--- config.mk ---
export PLATFORM = sky130hd
export DESIGN_NAME = reg_pipe
export DESIGN_NICKNAME = d
export VERILOG_FILES = /design/src/rtl/reg_pipe_pkg.sv /design/src/rtl/reg_pipe_stage.sv /design/src/rtl/reg_pipe.sv
export SDC_FILE = /design/constraint.sdc
export NUM_CORES = 1
export LEC_CHECK = 0
export BUFFER_PORTS_ARGS = -buffer_cell sky130_fd_sc_hd__buf_2
export CORE_UTILIZATION = 52
export DETAILED_ROUTE_END_ITERATION = 8
export PLACE_DENSITY = 0.76
export SLEW_MARGIN = 15
export SYNTH_ARGS = -nofsm -noshare
export SYNTH_HDL_FRONTEND = slang
export SYNTH_SLANG_ARGS = --single-unit
--- constraint.sdc ---
create_clock -name clk -period 0.8 [get_ports clk]
set_input_delay 0.08 -clock clk [delete_from_list [all_inputs] [get_ports clk]]
set_output_delay 0.08 -clock clk [all_outputs]
set_load 0.01 [all_outputs]
--- src/rtl/reg_pipe_pkg.sv ---
// reg_pipe shared constants and helpers.
// Occupancy width helper is used by the REG_PIPE_OCC_EN build.
package reg_pipe_pkg;

  localparam int REG_PIPE_MAX_WIDTH = 64;
  localparam int REG_PIPE_MAX_DEPTH = 16;

  function automatic int occ_width(
    input int depth
  );
    return $clog2(depth + 1);
  endfunction

endpackage

--- src/rtl/reg_pipe_stage.sv ---
// reg_pipe_stage: one data+valid pipeline slot.
// Clear beats advance; otherwise the slot holds.
module reg_pipe_stage #(
  parameter int WIDTH = 8
) (
  input  logic             clk,
  input  logic             rst_n,
  input  logic             en_i,
  input  logic             clr_i,
  input  logic [WIDTH-1:0] d_i,
  input  logic             d_valid_i,
  output logic [WIDTH-1:0] q_o,
  output logic             q_valid_o
);

  logic [WIDTH-1:0] data_q, data_d;
  logic             valid_q, valid_d;

  always_comb begin
    data_d  = data_q;
    valid_d = valid_q;
    if (clr_i) begin
      data_d  = '0;
      valid_d = 1'b0;
    end else if (en_i) begin
      data_d  = d_i;
      valid_d = d_valid_i;
    end
  end

  always_ff @(posedge clk or negedge rst_n) begin
    if (!rst_n) begin
      data_q  <= '0;
      valid_q <= 1'b0;
    end else begin
      data_q  <= data_d;
      valid_q <= valid_d;
    end
  end

  assign q_o       = data_q;
  assign q_valid_o = valid_q;

endmodule

--- src/rtl/reg_pipe.sv ---
// reg_pipe: DEPTH-stage enabled pipeline with valid tags and flush.
// Define REG_PIPE_OCC_EN to add the registered Occ occupancy port.
module reg_pipe
  import reg_pipe_pkg::*;
#(
  parameter int WIDTH = 8,
  parameter int DEPTH = 3
) (
  input  logic             clk,
  input  logic             rst_n,
  input  logic [WIDTH-1:0] D,
  input  logic             D_valid,
  input  logic             En,
  input  logic             Clr,
  output logic [WIDTH-1:0] Q,
`ifdef REG_PIPE_OCC_EN
  output logic             Q_valid,
  output logic [occ_width(DEPTH)-1:0] Occ
`else
  output logic             Q_valid
`endif
);

  if (DEPTH < 1 || DEPTH > REG_PIPE_MAX_DEPTH) begin : g_bad_depth
    $error("reg_pipe: DEPTH must be 1..16");
  end

  if (WIDTH < 1 || WIDTH > REG_PIPE_MAX_WIDTH) begin : g_bad_width
    $error("reg_pipe: WIDTH must be 1..64");
  end

  logic [WIDTH-1:0] data_s  [DEPTH];
  logic             valid_s [DEPTH];

  for (genvar i = 0; i < DEPTH; i++) begin : g_stage
    logic [WIDTH-1:0] d_in;
    logic             v_in;

    if (i == 0) begin : g_head
      assign d_in = D;
      assign v_in = D_valid;
    end else begin : g_tail
      assign d_in = data_s[i-1];
      assign v_in = valid_s[i-1];
    end

    reg_pipe_stage #(
      .WIDTH(WIDTH)
    ) u_stage (
      .clk      (clk),
      .rst_n    (rst_n),
      .en_i     (En),
      .clr_i    (Clr),
      .d_i      (d_in),
      .d_valid_i(v_in),
      .q_o      (data_s[i]),
      .q_valid_o(valid_s[i])
    );
  end

  assign Q       = data_s[DEPTH-1];
  assign Q_valid = valid_s[DEPTH-1];

`ifdef REG_PIPE_OCC_EN
  localparam int OW = occ_width(DEPTH);

  logic [OW-1:0] occ_q, occ_d;

  // One word may enter and one leave per advance.
  always_comb begin
    occ_d = occ_q;
    if (Clr) begin
      occ_d = '0;
    end else if (En) begin
      occ_d = occ_q + OW'(D_valid)
            - OW'(valid_s[DEPTH-1]);
    end
  end

  always_ff @(posedge clk or negedge rst_n) begin
    if (!rst_n) occ_q <= '0;
    else        occ_q <= occ_d;
  end

  assign Occ = occ_q;
`endif

endmodule

==> results.cfg, run 1 <==
[sta]
fmax_mhz = 1060
hold_ws_ns = 0.0120
hold_viol_final = 0
rsz0062_at_grt = true
worst_slew_pin_slew_ns = 0.329
fin_crit_sh = 1.18
final.setup.tns_ns = -1.20
slew_headroom = 0.781
skew_ns = 0.00218
setup_violations = 12
period_needed_ns = 0.944
fin_ws_ns = -0.144
slew_violations = 0

[power_and_ir_drop]
peakVddDrop_mv = 1.04
powerDensity_nw_per_um2 = 1690
p_leak_nw = 0.735

[setup_path]
crit_buf_inv = 1
cpPeakStageDelay_ns = 0.42
crit_path_max_fanout = 2
startpoint_type = flip-flop
cp-end-kind = output port
crit_family = flip-flops
crit_slowest_cell = dfrtp_1
cp_cell_sequence = buf_2
critical_path_arrival_ns = 0.86
critPathRequiredTime_ns = 0.72
crit_type = flip-flop to output port

[layout]
nNetsFinal = 129
syn2layout_area_growth_pct = 18.3
multiInputGateArea_um2 = 375
diodes = 0
seq_area_um2 = 676
nFillCells = 158
layout-drive-gt1-share = 0.287

[clock_network]
clockBufferDepth = 2
clock_latency_ns = 0.30
clkSlewWorstSetupHoldPaths_ns = 0.13
htreeDepth = 1
cts_buffers = 3
cts-root-buf = clkbuf_4
cts_sinks = 27
cts_tree = done

[die]
chipWidth_um = 48.3
design.portCount = 22
initial_utilization = 0.562
dieArea_um2 = 2330
die_h_um = 48.3
core_area_um2 = 1980
core.rowCount = 16

[place]
post-dp-hpwl_mm = 1.24
place.gp.congestion = 0.652
io_buffers = 21
pre_cts_ws_ns = -0.00771

[grt]
grt_overflow = 0
first_global_vias = 665
grt_usage = 0.175
grt_pass1_wl_mm = 2.74
grt_max_degree = 28
antenna_found_initial = 0

[logic_synthesis]
avgSynthCellArea_um2 = 12.8
ys_warn_count = 0
yosysSeqAreaShare = 0.607
yosys.area.top_type = dfrtp_1
synth_area_um2 = 1110
synth_cell_types = 7
synth_nets = 100
synthCells = 87
synth_top_area_frac = 0.607
synth_area_leaders = dfrtp_1, mux2i_1, nor2_1, buf_12, buf_6
ys_ff_latch = 27

[run_status]
failed_checks = setup timing
status = finished, violations left

[detailed_routing]
drcViolationCount = 0
vias = 695
drt_iter0_drc = 7
ant_nets = 0
wl_mm = 1.78
drt-pass1-iter-count = 4
routedWlPerCell_um = 12.6
viasPerCell = 4.89

[flow_run]
max_cap_violations = 0

[hold_path]
hold_path.class = input port to flip-flop
## flip-flops by register name (all words and copies together), names as in the netlist
register	flops
g_stage.u_stage.q_o	24
g_stage.u_stage.q_valid_o	3
## cell type report
cell class | count | share of cell area
clock buffer | 4 | 0.0199
multi-input combinational | 54 | 0.285
sequential | 27 | 0.513
tap | 27 | 0.0256
timing repair buffer | 30 | 0.157
## layer usage
metal	global-route usage	part of all wire	vias up
met5	0	0	-
met4	0.0833	0.012	0
met3	0.0333	0.025	2
met2	0.291	0.52	12
met1	0.218	0.45	338
li1	-	-	343
## report_power, final
group          internal (W)  switching, W
Combinational      0.000121      0.000126
Sequential          0.00141     0.0000264
Clock              0.000194      0.000346
Total               0.00173      0.000498
## tightest hold or removal path, delay by kind of cell
family        cells  cell delay [ns]
simple gates      1             0.07
buf+inv           1             0.08
mux               1             0.06
## what timing repair did
action / 4_1_cts / 5_1_grt
hold buffers: 1 / 0
hold endpoints to repair: 27 / 0
resized for setup: 0 / 2
endpoints found under the setup margin: 9 / 13
buffers inserted: 4 / 0
## Yosys cell counts
library cell and count:
dfrtp_1 27, mux2i_1 27, nor2_1 27, buf_12 2, buf_2 2, buf_6 1
clkbuf_2 1
## stage by stage
step / instances / power [W] / cell area [um^2] / utilization
6_report: 142 / 0.00222 / 1320 / 0.665
5_1_grt: 142 / 0.00234 / 1320 / 0.665
4_1_cts: 142 / 0.00226 / 1310 / 0.660
3_5_place_dp: 133 / 0.00171 / 1240 / 0.626
3_3_place_gp: 133 / 0.00169 / 1240 / 0.626
2_1_floorplan: 87 / 0.00162 / 1110 / -
## cell usage in the layout, fill, tap and decap left out
cell type       n
buf_4           6
buf_12          2
clkbuf_4        3
clkbuf_1        1
buf_6           1
nor2_1         27
mux2i_2         1
dlygate4sd3_1   1
dfrtp_1        27
buf_2          20
mux2i_1        26
## final timing paths
path / start / end / slack [ns] / cells past startpoint
hold reg to reg: g_stage[1].u_stage.q_o[2] / g_stage[2].u_stage.q_o[2] / 0.53 / 2
setup reg to reg: g_stage[2].u_stage.q_o[4] / g_stage[2].u_stage.q_o[4] / -0.07 / 3
max in group asynchronous: rst_n / g_stage[0].u_stage.q_o[7] / 0.28 / 3
min in group asynchronous: rst_n / g_stage[1].u_stage.q_o[6] / 0.28 / 3
hold / removal: D[1] / g_stage[0].u_stage.q_o[1] / 0.01 / 3
setup / recovery: g_stage[2].u_stage.q_o[0] / Q[0] / -0.14 / 1
## cells by family (layout without fill, tap and decap cells)
family,count (synthesis),after routing,synth area share
buffers and inverters,6,34,0.0595
flip-flops,27,27,0.607
AND/OR/NAND/NOR,27,27,0.0910
multiplexers,27,27,0.243
No activity file was read; power rests on OpenSTA's default activity.
==> run 2, diff against run 1 <==
CORE_MARGIN = 2   (was default)
CORE_UTILIZATION = 55   (was 52)
CTS_BUF_LIST = sky130_fd_sc_hd__clkbuf_2   (was default)
PLACE_DENSITY = 0.8   (was 0.76)
==> run 2 against run 1 <==
The flow still finishes with violations (setup timing). Hold slack better by 0.014 ns. Via count is 5.6% higher. Cell area is 6.3% higher. Register-to-register slack better by 0.05 ns. Largest cell class unchanged.
==> results.cfg, run 2 (synthesis gave the netlist of run 1 again) <==
[setup_path]
crit_buf_inv = 1
timing.rr.start = g_stage[2].u_stage.q_o[3]
critPathLaunch = g_stage[2].u_stage.q_o[6]
crit_type = flip-flop to output port
critical_path_arrival_ns = 0.92
crit_path_max_fanout = 2
cpPeakStageDelay_ns = 0.44
crit_family = flip-flops
crit_slowest_cell = dfrtp_1
startpoint_type = flip-flop
cp_cell_sequence = buf_2
cp-end-kind = output port
critPathRequiredTime_ns = 0.72

[die]
initial_utilization = 0.573
chipWidth_um = 49.0
die_h_um = 49.0
core.rowCount = 16
core_area_um2 = 1940
design.portCount = 22
dieArea_um2 = 2400

[layout]
diodes = 0
final_cells = 150
layout-drive-gt1-share = 0.260
syn2layout_area_growth_pct = 25.7
nNetsFinal = 137
final_util = 0.721
finish.instance_area_um2 = 1400
largest_reg_flops = 24
layout_common_cells = mux2i_1, nor2_1, dfrtp_1, buf_2, dlygate4sd3_1

[clock_network]
cts_sinks = 27
clock_latency_ns = 0.34
clockBufferDepth = 2
cts_buffers = 3
htreeDepth = 1
clkSlewWorstSetupHoldPaths_ns = 0.22
cts_tree = done
cts-root-buf = clkbuf_2

[flow_run]
max_cap_violations = 0

[grt]
grt_pass1_wl_mm = 3.25
grt_max_degree = 28
antenna_found_initial = 0
grt_overflow = 0
first_global_vias = 783
grt_usage = 0.177

[run_status]
failed_checks = setup timing
status = finished, violations left

[sta]
fin_crit_sh = 1.25
setup_violations = 10
fin_ws_ns = -0.203
rsz0062_at_grt = true
period_needed_ns = 1.00
slew_headroom = 0.783
hold_viol_final = 0
fmax_mhz = 997
worst_slew_pin_slew_ns = 0.326
skew_ns = 0.000914
slew_violations = 0

[detailed_routing]
ant_nets = 0
drt-pass1-iter-count = 3
wl_mm = 1.84
top_layer_used = met4
met1_length_um = 745
routedWlPerCell_um = 12.2
drcViolationCount = 0
wl_met3_um = 48
viasPerCell = 4.89
wl_met2_mm = 1.03
vias = 734
drt_iter0_drc = 3

[hold_path]
hold_path.class = input port to flip-flop
hold_start = Clr

[power_and_ir_drop]
peakVddDrop_mv = 1.26
total_power_w = 0.00222
powerDensity_nw_per_um2 = 1590
p_leak_nw = 0.775

[place]
place.gp.congestion = 0.694
io_buffers = 21
placed_area_um2 = 1250
dp.cells = 133
post-dp-hpwl_mm = 1.24
run 2: metal layers:
metal / GRT usage / up-vias
met2: 0.317 / 9
met1: 0.212 / 364
met3: 0.0184 / 2
met5: 0 / -
li1: - / 359
met4: 0.0857 / 0
run 2: worst paths after layout:
| check | end | slack (ns) | cells after the start |
|---|---|---|---|
| setup / recovery | Q[6] | -0.20 | 1 |
| max in group asynchronous | g_stage[1].u_stage.q_o[4] | 0.34 | 3 |
| setup reg to reg | g_stage[2].u_stage.q_o[3] | -0.02 | 3 |
| hold / removal | g_stage[2].u_stage.q_o[0] | 0.03 | 2 |
| hold reg to reg | g_stage[2].u_stage.q_o[5] | 0.55 | 2 |
| min in group asynchronous | g_stage[1].u_stage.q_o[1] | 0.22 | 3 |
run 2: worst register-to-register path, delay by kind of cell (launching register included):
family        cells  cell delay, ns
flops             1            0.43
mux               1            0.13
simple gates      1            0.05
buf+inv           1            0.14
run 2: cell type report:
cell class / instances / area [um^2]
sequential: 27 / 676
fill: 152 / 542
clock buffer: 4 / 20.0
tap: 27 / 33.8
multi-input combinational: 54 / 372
timing repair buffer: 38 / 299
run 2: power breakdown:
group          switching, W  internal [W]  total, W
clock network      0.000365      0.000132  0.000497
registers         0.0000254       0.00141   0.00144
logic              0.000132      0.000153  0.000285
run 2: repair_timing:
action / in CTS / in global routing
hold buffers: 10 / 0
gates cloned: 0 / 0
setup endpoints to repair: 9 / 11
pin swaps: 0 / 1
hold endpoints to repair: 36 / 0
resized for setup: 0 / 1
buffers inserted: 2 / 2
run 2: per-stage QoR:
stage               hold slack [ns]  setup TNS, ns  worst slack, ns
finish                       0.0261          -1.69           -0.203
detailed placement           0.0864      -0.000461        -0.000461
floorplan                    -0.216              0            0.105
global placement             0.0814              0           0.0405
CTS                         0.00564          -1.93           -0.229
global route                 0.0103          -2.32           -0.265
